### config.mk
export PLATFORM = sky130hd
export DESIGN_NAME = data_writeback_associative_cache_controller
export DESIGN_NICKNAME = d
export VERILOG_FILES = /design/src/rtl/data_writeback_associative_cache_controller_pkg.sv /design/src/rtl/data_writeback_associative_cache_controller.sv
export SDC_FILE = /design/constraint.sdc
export NUM_CORES = 1
export LEC_CHECK = 0
export ABC_AREA = 1
export CAP_MARGIN = 10
export CORE_AREA = 2 2 147 149
export DETAILED_ROUTE_END_ITERATION = 8
export DIE_AREA = 0 0 149 151
export DONT_BUFFER_PORTS = 1
export HOLD_SLACK_MARGIN = 0.02
export PLACE_DENSITY = 0.3
export SETUP_SLACK_MARGIN = 0.4
export SYNTH_ARGS = -nofsm -noshare
export SYNTH_HDL_FRONTEND = slang
export SYNTH_SLANG_ARGS = --single-unit
### constraint.sdc
create_clock -name clk -period 3.4 [get_ports clk]
set_input_delay 0.68 -clock clk [delete_from_list [all_inputs] [get_ports clk]]
set_output_delay 0.68 -clock clk [all_outputs]
set_load 0.03 [all_outputs]
### src/rtl/data_writeback_associative_cache_controller_pkg.sv
// Shared definitions for the data-cache miss controller: FSM state encoding
// and the address field offsets inside a 16-byte block.
package cache_pkg;

    typedef enum logic [1:0] {
        READY     = 2'd0,
        WRITEBACK = 2'd1,
        FETCH     = 2'd2
    } cache_state_t;

    localparam int WORD_OFFSET  = 2;
    localparam int BLOCK_OFFSET = 4;

endpackage

### src/rtl/data_writeback_associative_cache_controller.sv
// Miss controller for the 2-way write-back data cache: same-cycle hits,
// word-serial victim writeback and block refill over the external bus.
module data_writeback_associative_cache_controller
    import cache_pkg::*;
#(
    parameter int lines     = 16384,
    parameter int setbits   = $clog2(lines),
    parameter int tagbits   = 14,
    parameter int blocksize = 4
) (
    input  logic               clk,
    input  logic               reset,
    input  logic [31:0]        A,
    input  logic               MemRE,
    input  logic               MemWE,
    input  logic [31:0]        WD,
    input  logic [3:0]         ByteMask,
    output logic [31:0]        RD,
    output logic               Stall,
    input  logic               W1V,
    input  logic               W2V,
    input  logic               W1D,
    input  logic               W2D,
    input  logic               CurrLRU,
    input  logic [tagbits-1:0] W1Tag,
    input  logic [tagbits-1:0] W2Tag,
    input  logic [31:0]        W1RD,
    input  logic [31:0]        W2RD,
    output logic               W1WE,
    output logic               W2WE,
    output logic               DirtyIn,
    output logic [31:0]        CacheWD,
    output logic [31:0]        ANew,
    output logic [3:0]         ActiveByteMask,
    output logic [1:0]         CacheRDSel,
    output logic [31:0]        BusAdr,
    output logic [31:0]        BusWD,
    output logic               BusRE,
    output logic               BusWE,
    input  logic [31:0]        BusRD,
    input  logic               BusReady
);

    // Bus handshake: BusRE/BusWE act as valid and BusReady as ready; the strobe,
    // BusAdr and BusWD hold steady until a cycle with BusReady high completes
    // the beat, and BusRD is taken in that same cycle.

    cache_state_t state, state_next;
    logic [1:0]   cnt, cnt_next;
    logic         victim, victim_next;  // 0 = way1, 1 = way2

    logic [tagbits-1:0] tag;
    logic [setbits-1:0] set;
    logic               w1hit, w2hit, hit, req;
    logic               miss_victim, miss_victim_dirty;
    logic [tagbits-1:0] victim_tag;
    logic [31:0]        victim_rd;
    logic               last_beat;

    assign tag   = A[31:32-tagbits];
    assign set   = A[setbits+BLOCK_OFFSET-1:BLOCK_OFFSET];
    assign w1hit = W1V & (W1Tag == tag);
    assign w2hit = W2V & (W2Tag == tag);
    assign hit   = w1hit | w2hit;
    assign req   = MemRE | MemWE;

    // Fill an invalid way first; otherwise evict the least recently used one.
    assign miss_victim       = !W1V ? 1'b0 : (!W2V ? 1'b1 : !CurrLRU);
    assign miss_victim_dirty = miss_victim ? (W2V & W2D) : (W1V & W1D);

    assign victim_tag = victim ? W2Tag : W1Tag;
    assign victim_rd  = victim ? W2RD : W1RD;
    assign last_beat  = (cnt == 2'(blocksize - 1));

    always_ff @(posedge clk or posedge reset) begin
        if (reset) begin
            state  <= READY;
            cnt    <= 2'd0;
            victim <= 1'b0;
        end else begin
            state  <= state_next;
            cnt    <= cnt_next;
            victim <= victim_next;
        end
    end

    always_comb begin
        state_next     = state;
        cnt_next       = cnt;
        victim_next    = victim;
        RD             = w1hit ? W1RD : W2RD;
        Stall          = 1'b0;
        W1WE           = 1'b0;
        W2WE           = 1'b0;
        DirtyIn        = 1'b0;
        CacheWD        = WD;
        ANew           = A;
        ActiveByteMask = ByteMask;
        CacheRDSel     = A[WORD_OFFSET+1:WORD_OFFSET];
        BusAdr         = {A[31:BLOCK_OFFSET], cnt, 2'b00};
        BusWD          = victim_rd;
        BusRE          = 1'b0;
        BusWE          = 1'b0;

        unique case (state)
            READY: begin
                if (req && hit) begin
                    if (MemWE) begin
                        W1WE    = w1hit;
                        W2WE    = !w1hit;
                        DirtyIn = 1'b1;
                    end
                end else if (req) begin
                    Stall       = 1'b1;
                    victim_next = miss_victim;
                    cnt_next    = 2'd0;
                    state_next  = miss_victim_dirty ? WRITEBACK : FETCH;
                end
            end
            WRITEBACK: begin
                Stall      = 1'b1;
                ANew       = {A[31:BLOCK_OFFSET], cnt, 2'b00};
                CacheRDSel = cnt;
                BusWE      = 1'b1;
                BusAdr     = {victim_tag, set, cnt, 2'b00};
                if (BusReady) begin
                    cnt_next = cnt + 2'd1;
                    if (last_beat) state_next = FETCH;
                end
            end
            FETCH: begin
                Stall          = 1'b1;
                BusRE          = 1'b1;
                ANew           = {A[31:BLOCK_OFFSET], cnt, 2'b00};
                ActiveByteMask = 4'hF;
                CacheWD        = BusRD;
                if (BusReady) begin
                    W1WE     = !victim;
                    W2WE     = victim;
                    cnt_next = cnt + 2'd1;
                    if (last_beat) state_next = READY;
                end
            end
            default: state_next = READY;
        endcase

        // Reset abandons any transfer immediately, without waiting for the edge.
        if (reset) begin
            Stall = 1'b0;
            W1WE  = 1'b0;
            W2WE  = 1'b0;
            BusRE = 1'b0;
            BusWE = 1'b0;
        end
    end

endmodule

Yosys cells after proc, flatten, opt, wreduce, memory -nomap -nowiden:

Index checks and enable logic that the tools add are counted.

* bits in registers: 5
* input bits: 202

* add/subtract/negate cells: 1
* equality and inequality tests: 12
* muxes and demuxes: 44
* bitwise logic cells: 7
* reduce and logical (&&, ||, !) cells: 10

Operator list (count)
* 32-bit 2-to-1 mux: 4
* 14-bit == test: 2
* 2-bit 2-to-1 mux: 11
* 1-bit 2-to-1 mux: 21
* 14-bit 2-to-1 mux: 1
* 2-bit inequality test (second input constant): 6
* 4-bit 2-to-1 mux: 2
* 1-bit case mux with 2 select lines: 3
* 2-bit case mux with 3 select lines: 1
* 6-bit AND reduction: 1
* 1-bit bitwise AND: 4
* 2-bit == test (second input constant): 2
* 2-bit case mux with 2 select lines: 1
* 4-bit AND reduction: 1
* 1-bit logical NOT: 3
* 3-bit AND reduction: 1
* 2-bit by 1-bit adder with 2-bit output (second input constant): 1
* 2-bit by 1-bit == test with 1-bit output (second input constant): 1
* 2-bit logical NOT: 1
* 2-bit by 1-bit inequality test with 1-bit output (second input constant): 1
* 1-bit OR: 2
* 2-bit nonzero test: 1
* 2-bit OR reduction: 1
* 1-bit logical AND: 1
* 1-bit NOT: 1

Depth between registers and ports, before layout:

Gate-level depths: netlist of the first run.

* depth after elaboration: 8
* gate-level depth with buffers: 12
* gate-level depth less buffers: 12

Least setup slack after synthesis of the first run:

OpenSTA, ideal clock, no wires.

* kind: input port to output port
* start: input port W1Tag[10]
* end: output port RD[2]
* arrival: 2.018 ns
* slack: 0.702 ns
* cell stages on the path: 9
* buffers on the path: 1
* cell sequence: inv_1 -> nand2_1 -> nand2_1 -> nor2_1 -> nand2_1 -> nor2_2 -> nand2_2 -> buf_2 -> o21ai_0

* longest elaborated chain between the ends: 3

Ends and longest elaborated chain
* start: declaration: line data_writeback_associative_cache_controller.sv:25 `input logic [tagbits-1:0] W1Tag,`
* 14-bit == test: line data_writeback_associative_cache_controller.sv:62 `assign w1hit = W1V & (W1Tag == tag);`
* 1-bit bitwise AND: line data_writeback_associative_cache_controller.sv:62
* 32-bit 2-to-1 mux: line data_writeback_associative_cache_controller.sv:91 `RD = w1hit ? W1RD : W2RD;`
* end: declaration: line data_writeback_associative_cache_controller.sv:18 `output logic [31:0] RD,`

No other way between the ends.

Final worst setup path of the first run:

* start: input port W1Tag[3]
* end: output port W2WE

* longest elaborated chain between the ends: 7

Ends and longest elaborated chain
* 14-bit == test (*): line data_writeback_associative_cache_controller.sv:62
* 1-bit bitwise AND (*): line data_writeback_associative_cache_controller.sv:62
* 1-bit logical NOT / 1-bit OR (equally long branches): line data_writeback_associative_cache_controller.sv:110, data_writeback_associative_cache_controller.sv:64
* 1-bit 2-to-1 mux / 1-bit logical AND (equally long branches): line data_writeback_associative_cache_controller.sv:108, data_writeback_associative_cache_controller.sv:107
* 1-bit 2-to-1 mux (*): line data_writeback_associative_cache_controller.sv:107 `if (req && hit) begin`
* 1-bit case mux with 2 select lines (*): line data_writeback_associative_cache_controller.sv:105 `unique case (state)`
* 1-bit 2-to-1 mux (*): line data_writeback_associative_cache_controller.sv:148 `if (reset) begin`
* end: declaration: line data_writeback_associative_cache_controller.sv:30 `output logic W2WE,`

Mark *: on every way between the ends. The rest lies on a longest branch, timed or not.

==> results of run 1 <==
==> power by group through the flow <==
stage               logic [mW]  clock network (mW)  registers, mW
floorplan                 1.96                   0          0.132
global placement          2.52                   0          0.152
detailed placement        2.50                   0          0.151
CTS                       2.50               0.195          0.151
global route              2.68               0.200          0.154
finish                    2.48               0.192          0.151
==> cells in the mapped netlist, drive strengths merged <==
master	n	area share, %
xnor2	4	1.2
nor2	28	3.9
inv	82	11
o22ai	2	0.44
nand3b	2	0.53
clkbuf	21	2.8
o21ai	98	19
conb	1	0.13
or2	5	1.1
a21oi	19	3.3
dfrtp	5	4.4
nand4	1	0.22
clkinv	1	0.13
nand3	9	1.6
ha	5	2.2
nand2	259	35
buf	51	14
==> timing repair <==
item                       CTS  global route
setup endpoints to repair    1             1
hold endpoints to repair     0             0
pin swaps                    0             0
gates resized for setup      1             1
cloned                       0             0
==> worst paths after layout <==
kind / from / endpoint / slack [ns]
setup / recovery: W1Tag[3] / W2WE / 0.64
hold / removal: reset / cnt[0]$_DFFE_PP0P_ / 0.26
setup reg to reg: state[0]$_DFFE_PP0P_ / cnt[1]$_DFFE_PP0P_ / 1.81
hold reg to reg: state[1]$_DFFE_PP0P_ / state[1]$_DFFE_PP0P_ / 0.56
max in group asynchronous: reset / victim$_DFFE_PP0P_ / 2.95
min in group clk: state[1]$_DFFE_PP0P_ / state[1]$_DFFE_PP0P_ / 0.56
==> worst max-delay path: stages <==
cell	delay, ns
sky130_fd_sc_hd__inv_1	0.04
sky130_fd_sc_hd__o21ai_1	0.15
sky130_fd_sc_hd__nor2_1	0.05
sky130_fd_sc_hd__nand2_1	0.08
sky130_fd_sc_hd__nor2_2	0.05
sky130_fd_sc_hd__nand2_2	0.06
sky130_fd_sc_hd__clkbuf_8	0.40
sky130_fd_sc_hd__nand3b_1	0.14
sky130_fd_sc_hd__a21oi_1	0.21
sky130_fd_sc_hd__buf_4	0.20
==> sequential cells by signal, indices dropped and copies added (netlist names) <==
signal and count:
cnt 2, state 2, victim 1
==> kinds of logic after synthesis <==
kind of cell	synth area share, %
AND/OR/NAND/NOR	41.8
buffers and inverters	27.6
AO/OA/AOI/OAI	22.6
adder cells (fa/ha/maj)	2.19
flip-flops	4.38
XOR/XNOR	1.23
other	0.131
==> layer usage <==
metal | vias to the layer above | routed length [µm] | global-route usage (%)
met5 | - | 0 | 0
met4 | 0 | 286 | 2.62
met3 | 25 | 1180 | 2.56
met2 | 184 | 5870 | 16.4
met1 | 1499 | 5230 | 12.0
li1 | 1791 | - | -
==> stage by stage <==
step	utilization (%)	instance area, µm²	std cells	hold WS [ns]
2_1_floorplan	-	2860	594	0.459
3_3_place_gp	16.0	3330	876	0.498
3_5_place_dp	16.0	3330	876	0.502
4_1_cts	16.4	3420	880	0.274
5_1_grt	16.4	3420	880	0.273
6_report	16.4	3420	880	0.255
==> final cells by class <==
type                            instances  share of cell area, %
Multi-Input combinational cell        434                   56.9
Timing Repair Buffer                   79                   17.9
Tap cell                              275                   10.1
Inverter                               83                   9.11
Sequential cell                         5                   3.70
Clock buffer                            4                   2.31
==> summary by stage, run 1 <==
Layout
The post-layout net count is 813. The area occupied by multi-input gates is 1950 µm². The total of fill cells in the finished design is 2478.

The combined flip-flop and latch cell area is 126 µm². The total inserted antenna cells is 0. In the layout the commonest cells are sky130_fd_sc_hd__nand2_1, sky130_fd_sc_hd__buf_4, sky130_fd_sc_hd__inv_1, sky130_fd_sc_hd__o21ai_0, sky130_fd_sc_hd__nor2_1. The most frequent standard cell in the layout excluding fill and tap cells is sky130_fd_sc_hd__nand2_1. Compared with the post-synthesis result, the final layout area differs by 19.7%. The share of cells above drive strength 1 is 19.2%.

Synth
The share of the yosys chip area belonging to registers is 4.38%. During synthesis, Yosys emitted a total of 0 warnings. In this run, synthesis produced a sequential element count of 5. Synthesis instantiated 25 different standard cells from the library. The mean instance size in the synthesized netlist is 4.82 µm². The post-synthesis cell count is 593.

The cell area that synthesis handed to floorplanning was 2860 µm².

Die
From left edge to right edge, the die measures 149 µm. In this run the core area contains 53 standard-cell rows. For this configuration, the core starts out at a cell density of 13.7%.

The die outline height is 151 µm. The die covers 22500 µm². The number of ports placed on the die boundary is 374. The placeable core area is 20800 µm².

Drt
The via count is 3499. The detail route stage leaves a number of antenna-violating nets equal to 0. After detailed routing, the number of vias per cell comes to 3.98. After detailed routing, the average wire length per cell comes to 14.3 µm. The detailed router finished its first iteration with 181 violations.

The final layout contains routed wiring with a total length of 12600 µm. The number of iterations in the first detailed-routing pass is 4. The count of unresolved DRC violations after routing is 0.

Critical path
STA puts the critical path data arrival time at 2.08 ns. The kind of end point of the critical path is an output port. The highest fanout seen on the critical path is 67. The worst register-to-register path has a depth of 6. The kind of start point of the critical path is an input port. The type of the setup path with the least slack is in -> out. At the worst endpoint, the required time is 2.72 ns.

Power and ir drop
The internal cell power is 0.849 mW. The fraction of power consumed by combinational cells is 87.9%. The power density over the cells is 825 nW/µm². The clock power share is 6.8%. The part of the power in registers is 5.3%. The switching share of power is 69.9%.

The maximum VDD drop is 0.000376 V. The analysis attributes to net switching a power of 1.97 mW. In this run the static leakage power is 1.94 nW. The design draws 2.82 mW.

Timing
The max-slew violation count is 0. Setup repair after global routing left no endpoint under its margin. The final-layout setup total negative slack is 0 ns. The clock arrives with 0.000394 ns of skew.

The final hold violation count is 0. Dividing the final minimum period by the clock period gives 81.3%. The transition time of the tightest slew-check pin is 1.01 ns. Setup violations remaining at the end of the flow were counted as 0. Timing would allow up to 362 MHz. After layout, the worst setup slack is 0.635 ns. The routed design could run at a clock period as short as 2.76 ns. The worst pin sits at a relative slew slack of 31.8%.

Placed design
OpenSTA, run right after detailed placement, puts the worst setup slack at 0.407 ns. The routability-driven placement congestion ratio is 0.814. The HPWL after detailed placement is 10800 µm. Buffers placed on the I/O ports in this run total 0.

Global route
The first-pass GRT wire length is 17000 µm. The overflow left after global routing is 0. The number of antenna violations at the first check in global routing is 0. The largest net degree at the start of global routing is 70. The number of global-route vias before repair came to 2945.

For this run, the total global-route usage over all layers was measured as 9.64%.

Status
The flow ran to the end, and the final reports show no timing, DRC or antenna violations.

Clock tree
The CTS root buffer is sky130_fd_sc_hd__clkbuf_16. The clock net sink count is 5. The CTS H-tree depth is 1. After clock tree synthesis, the clock-pin slew on the worst setup and hold paths is 0.03 ns.

Clock tree synthesis inserted a total of 3 buffers. The number of buffers inserted by hold repair at cts is 0. The post-CTS setup buffer count is 0. TritonCTS built the clock tree.

Clock latency on the worst-skew pair, taken at its later pin, is 0.22 ns. The number of buffers on the longest clock path is 2.

Min path
The type of the most critical hold path is in -> async.

Run
Across the run, the number of max-cap violations was 0.
Note: power is estimated with default switching activity, not from simulation.
==> run 2, diff against run 1 <==
==> constraint.sdc (replaced) <==
create_clock -name clk -period 2.4 [get_ports clk]
set_input_delay 0.48 -clock clk [delete_from_list [all_inputs] [get_ports clk]]
set_output_delay 0.48 -clock clk [all_outputs]
set_load 0.03 [all_outputs]
==> summary by stage, run 2 (synthesized netlist as in run 1, its figures left out) <==
Die
The number of placement rows is 53. The placeable core area is 20800 µm². The die extent in x is 149 µm. The die is 151 µm tall.

Once the floorplan was initialized, standard cells occupied 13.7% of the core. The die footprint is 22500 µm². The number of ports placed on the die boundary is 374.

Timing
The transition time of the tightest slew-check pin is 0.545 ns. The relative slew slack is 63.5%. The final critical path takes up 90.6% of the cycle. Setup repair after global routing could not meet its margin everywhere.

The max-slew violation count was 0. In the final timing run, aggregate negative setup slack is 0 ns. The final hold violation count was 0. The clock skew after layout is 0.00295 ns. The setup-violating endpoint count in the final report is 0. The time the final worst path needs with I/O delays and setup is 2.18 ns. The maximum operating frequency is 460 MHz.

Min path
The min-delay analysis places its worst path in the category in -> async.

Status
The flow ran to the end, and the final reports show no timing, DRC or antenna violations.

Drt
The total detailed-routing wirelength is 14800 µm. The per-cell via count in the routed design is 4.18. The count of unresolved DRC violations after routing is 0.

The average wire length per cell after detail routing is 16.3 µm. The number of iterations in the first detailed-routing pass is 5. Detailed routing inserted a total of 3802 vias. The number of DRC markers in iteration 0 is 151.

The count of antenna-violating nets left after detailed routing is 0.

Placed design
The cell count after placement is 881. The HPWL after detailed placement is 10600 µm. At the end of routability-driven placement, the weighted congestion stood at 0.792. The number of input and output port buffers inserted is 0. Summing all placed instances gives a cell area of 3560 µm².

Run
The reported max-cap violation count is 0.

Global route
Entering global routing, the biggest net connects 70 pins. The overflow left after global routing is 0. The number of antenna violations at the first check in global routing is 0. The first global-routing pass estimated 18700 µm of wire. The global-route usage over all layers is 10.9%.

The number of global-route vias before repair was 3195.

Power and ir drop
Summed over all cells, the static leakage comes to 2.37 nW. In this run the power density over the cells is 1120 nW/µm². Across the VDD grid, the largest voltage drop is 0.000543 V.

Layout
The synthesis-to-layout area growth is 67.4%. The layout has 2402 filler cells. Summing all multi-input logic gate instances after layout gives 2600 µm².

The final cell area excluding filler cells is 4780 µm². The number of antenna diodes in the final layout is 0. For this run, the post-layout net count is 842. Excluding fillers, the count of instances in the completed layout stands at 909.

The top cell types in the final layout, fill and taps aside, are sky130_fd_sc_hd__nand2_1, sky130_fd_sc_hd__buf_4, sky130_fd_sc_hd__nand2_2, sky130_fd_sc_hd__inv_1, sky130_fd_sc_hd__o21ai_0. The share of cells above drive strength 1 is 43.8%. In the final layout, the registers with the most flip-flops are cnt (2), state (2), victim (1). The combined flip-flop and latch cell area is 128 µm².

Leaving out fill and tap cells, the most frequent cell in the layout is sky130_fd_sc_hd__nand2_1.

Critical path
The type of the setup path with the least slack is in -> out. The highest fanout seen on the critical path is 7. The critical path data arrival time is 1.70 ns.

The kind of end point of the critical path is an output port. STA puts the critical path data required time at 1.92 ns. The kind of start point of the critical path is an input port.

Clock tree
CTS built an H-tree with a depth of 1. The CTS tree is yes. Clock-pin slew was measured on the worst setup and hold paths at 0.04 ns. CTS saw 5 sinks. Counting the buffers created by CTS gives 3. The clock insertion delay at the later pin of the skew report is 0.23 ns. In this run the deepest clock path goes through 2 buffers. The CTS root buffer is sky130_fd_sc_hd__clkbuf_16.
run 2: cell types whose count changed in the layout (fill, tap and decap cells not counted), sizes merged:
cell / before / now
clkbuf: 5 / 8
bufbuf: 0 / 1
buf: 78 / 103
run 2: path summary, 6_finish.rpt:
path	slack (ns)	endpoint	start	depth (start not counted)
min in group clk	0.49	victim$_DFFE_PP0P_	CurrLRU	3
max reg2reg	0.77	state[0]$_DFFE_PP0P_	state[1]$_DFFE_PP0P_	8
min reg2reg	0.66	state[1]$_DFFE_PP0P_	state[1]$_DFFE_PP0P_	3
max in group asynchronous	2.15	state[0]$_DFFE_PP0P_	reset	1
min	0.05	state[1]$_DFFE_PP0P_	reset	1
max	0.22	W2WE	A[24]	11
run 2: layer usage:
layer	global-route usage (%)	vias to the layer above	share of wire (%)
met5	0	-	0
met4	1.57	0	1.1
met3	2.47	21	9.0
met2	19.6	196	51
met1	13.4	1728	39
li1	-	1857	-
run 2: worst max-delay path, stage by stage:
cell and delay (ns):
sky130_fd_sc_hd__inv_6 0.02, sky130_fd_sc_hd__nand2_4 0.06, sky130_fd_sc_hd__nand2_4 0.05, sky130_fd_sc_hd__nor2_4 0.12
sky130_fd_sc_hd__nand2_2 0.08, sky130_fd_sc_hd__nor2_4 0.17, sky130_fd_sc_hd__nand2_8 0.14, sky130_fd_sc_hd__nand2_4 0.12
sky130_fd_sc_hd__nand3b_1 0.12, sky130_fd_sc_hd__a21oi_4 0.19, sky130_fd_sc_hd__buf_12 0.14
run 2: final cells by class:
cell class | count | area share [%]
Clock buffer | 4 | 1.65
Inverter | 83 | 8.71
Multi-Input combinational cell | 434 | 54.4
Sequential cell | 5 | 2.67
Tap cell | 275 | 7.20
Timing Repair Buffer | 108 | 25.4
run 2: repair_timing:
action,CTS,global route
cloned,7,4
gates resized for setup,147,118
setup buffers,11,2
hold buffers,0,0
setup endpoints to repair,88,87
pin swaps,29,42
run 2: through the flow:
stage / total power, mW / util [%] / setup slack [ns] / hold WS (ns)
after floorplan: 3.00 / - / 0.314 / 0.259
after global placement: 4.04 / 17.1 / 0.0687 / 0.300
after detailed placement: 4.01 / 17.1 / 0.0782 / 0.296
after CTS: 4.95 / 20.7 / 0.200 / 0.0562
after global routing: 5.69 / 23.0 / 0.144 / 0.0656
final: 5.35 / 23.0 / 0.225 / 0.0525
run 2: where the power goes:
part / total, mW / switching, mW / internal [mW]
sequential: 0.224 / 0.0958 / 0.128
clock: 0.278 / 0.0572 / 0.220
combinational: 4.85 / 3.14 / 1.71
total: 5.35 / 3.29 / 2.06
==> run 3, diff against run 2 <==
==> constraint.sdc (replaced) <==
create_clock -name clk -period 1.87 [get_ports clk]
set_input_delay 0.374 -clock clk [delete_from_list [all_inputs] [get_ports clk]]
set_output_delay 0.374 -clock clk [all_outputs]
set_load 0.03 [all_outputs]
==> summary by stage, run 3 (synthesized netlist as in run 1, its figures left out) <==
Status
The run finished, with violations left. The checks that failed: negative setup slack.

Clock tree
The CTS tree is yes. CTS placed an instance of sky130_fd_sc_hd__clkbuf_16 at the clock tree root. Counting along the longest clock path gives a buffer depth of 2. The clock edge transition at the registers on the reported setup and hold paths is 0.03 ns. The clock insertion delay at the later pin of the skew report is 0.22 ns. The CTS H-tree depth is 1. The clock net sink count is 5.

The number of buffers created by CTS is 3.

Timing
The max-slew violation count is 0. The final hold violation count is 0. Subtracting the final worst setup slack from the clock period gives 1.97 ns. The clock skew after layout is 0.000308 ns. Summed over all failing endpoints, the final setup total negative slack is -3.03 ns.

Based on the critical path, the design can be clocked at up to 508 MHz. Dividing the final minimum period by the clock period gives 105%. The setup-violating endpoint count in the final report is 63. In the post-route analysis, the smallest setup slack over all paths is -0.100 ns.

The final hold slack is 0.405 ns. Setup repair after global routing could not meet its margin everywhere.

Drt
The count of unresolved DRC violations after routing is 0. The per-cell via count in the routed design is 4.39. In this run, the number of DRC markers left after iteration 0 of detailed routing was 45. The count of antenna-violating nets left after detailed routing is 0.

The via count is 4072. The first detailed-routing pass ran for 4 iterations. The average wire length per cell after detail routing is 20.3 µm. Summed over all layers, the routed wires come to 18800 µm.

Placed design
The number of input and output port buffers inserted is 0. The post-placement cell area is 4210 µm². The routability-driven placement congestion ratio is 0.751. The HPWL after detailed placement is 12000 µm.

Global route
The global routing usage on met1 is 15.3%. The routing layer with the top usage in global route is met2. The first-pass GRT wire length is 24400 µm. The number of antenna violations at the first check in global routing is 0.

The number of global-route vias before repair is 4099. Summed over all layers, the global routing overflow is 0. Entering global routing, the biggest net connects 27 pins. Global routing used 14.5% of the available tracks.

Global routing used 29.4% of the available met2 tracks. Global routing used 2.92% of the available met3 tracks.

Power and ir drop
The power density over the cells is 1520 nW/µm². In this run the static leakage power is 3.23 nW. The internal cell power is 4.79 mW.

Of the total power, the clock network draws 3.1%. Of the total power, combinational logic draws 94.1%. The switching share of power is 56.8%. The part of the power in registers is 2.8%. The power spent charging and discharging nets is 6.31 mW. The worst-case IR drop observed on VDD is 0.000514 V.

Layout
The number of antenna diodes in the final layout is 0. Counting the fill cells in the layout gives 2049. The final cell area excluding filler cells is 7290 µm². The library cell used most frequently in the layout, excluding fill and tap cells, is sky130_fd_sc_hd__nand2_4. In the final layout, the registers with the most flip-flops are cnt (2), state (2), victim (1).

After the last flow step, the layout net total stands at 861. The synthesis-to-layout area growth is 155%. The share of cells above drive strength 1 is 72.9%.

The share of the core filled with cells is 35.0%. In the layout the commonest cells are sky130_fd_sc_hd__nand2_4, sky130_fd_sc_hd__nand2_1, sky130_fd_sc_hd__o21ai_4, sky130_fd_sc_hd__nand2_2, sky130_fd_sc_hd__inv_1.

Die
The number of placement rows is 53. The floorplan step set the die height to 151 µm. The initial standard-cell utilization of the core is 13.7%. The number of ports placed on the die boundary is 374.

The die covers 22500 µm². The die extent in x is 149 µm. After floorplanning, the core was sized to cover 20800 µm².

Critical path
The required time reported for the critical path endpoint is 1.50 ns. Data arrives at the worst endpoint at 1.60 ns. The critical path in this run is classified as in -> out. Of all nets on the critical path, the largest fanout is 7. STA classifies the critical path endpoint as an output port.

The kind of start point of the critical path is an input port.

Run
The reported max-cap violation count is 0.

Min path
In this run the worst hold path is classified as in -> reg.
-- run 3: cell types whose count changed in the layout (fill, tap and decap cells not counted), moves of 6 or more --
cell and delta:
sky130_fd_sc_hd__a21oi_4 +6, sky130_fd_sc_hd__buf_12 +12, sky130_fd_sc_hd__buf_16 +12, sky130_fd_sc_hd__buf_4 -39, sky130_fd_sc_hd__buf_6 +26, sky130_fd_sc_hd__inv_2 -6
sky130_fd_sc_hd__nand2_1 -102, sky130_fd_sc_hd__nand2_4 +74, sky130_fd_sc_hd__nand2_8 +28, sky130_fd_sc_hd__o21ai_0 -34, sky130_fd_sc_hd__o21ai_1 -25, sky130_fd_sc_hd__o21ai_2 +6
sky130_fd_sc_hd__o21ai_4 +53
-- run 3: what timing repair did --
item                       4_1_cts  5_1_grt
pin swaps                       96       51
hold endpoints to repair         5        0
setup endpoints to repair      130      131
setup buffers                   24        6
resized for setup              336      172
gates cloned                    22        5
hold buffers                     1        0
-- run 3: power by group through the flow --
| stage | logic [mW] | registers, mW | clock network, mW |
|---|---|---|---|
| after global routing | 10.9 | 0.317 | 0.363 |
| final | 10.4 | 0.306 | 0.349 |
| after detailed placement | 5.51 | 0.294 | 0 |
| after CTS | 9.48 | 0.296 | 0.356 |
| after global placement | 5.51 | 0.297 | 0 |
| after floorplan | 4.91 | 0.257 | 0 |
-- run 3: final timing paths --
path | start | to | slack (ns) | cells after the start
setup / recovery | W1Tag[13] | RD[9] | -0.10 | 10
hold / removal | BusReady | cnt[1]$_DFFE_PP0P_ | 0.40 | 4
setup reg to reg | state[0]$_DFFE_PP0P_ | cnt[0]$_DFFE_PP0P_ | 0.40 | 8
hold reg to reg | state[1]$_DFFE_PP0P_ | state[1]$_DFFE_PP0P_ | 0.67 | 3
max in group asynchronous | reset | state[1]$_DFFE_PP0P_ | 1.15 | 2
min in group asynchronous | reset | cnt[0]$_DFFE_PP0P_ | 0.52 | 2
-- run 3: routing by layer --
| layer | part of all wire (%) | up-vias |
|---|---|---|
| met5 | 0 | - |
| met4 | 2.0 | 0 |
| li1 | - | 1926 |
| met1 | 35 | 1929 |
| met3 | 7.3 | 21 |
| met2 | 56 | 196 |
-- run 3: worst max-delay path: stages --
cell                      delay, ns
sky130_fd_sc_hd__inv_6         0.02
sky130_fd_sc_hd__nand2_4       0.05
sky130_fd_sc_hd__nand2_4       0.05
sky130_fd_sc_hd__nor2_4        0.11
sky130_fd_sc_hd__nand2_2       0.08
sky130_fd_sc_hd__nor2_4        0.23
sky130_fd_sc_hd__nand2_4       0.18
sky130_fd_sc_hd__buf_16        0.19
sky130_fd_sc_hd__o21ai_4       0.14
sky130_fd_sc_hd__buf_6         0.15
-- run 3: area by class of cell --
cell class	instances	area, µm²	share of cell area, %
Multi-Input combinational cell	435	4380	60.1
Timing Repair Buffer	121	1780	24.4
Inverter	83	477	6.54
Tap cell	275	344	4.72
Sequential cell	5	130	1.78
Timing Repair inverter	5	96.3	1.32
Clock buffer	4	78.8	1.08
-- run 3: through the flow --
step / setup WS [ns] / instances / total power, mW
detailed placement: -0.204 / 866 / 5.81
finish: -0.100 / 928 / 11.1
global placement: -0.184 / 866 / 5.81
global route: -0.157 / 928 / 11.6
floorplan: 0.106 / 594 / 5.17
CTS: -0.105 / 917 / 10.1
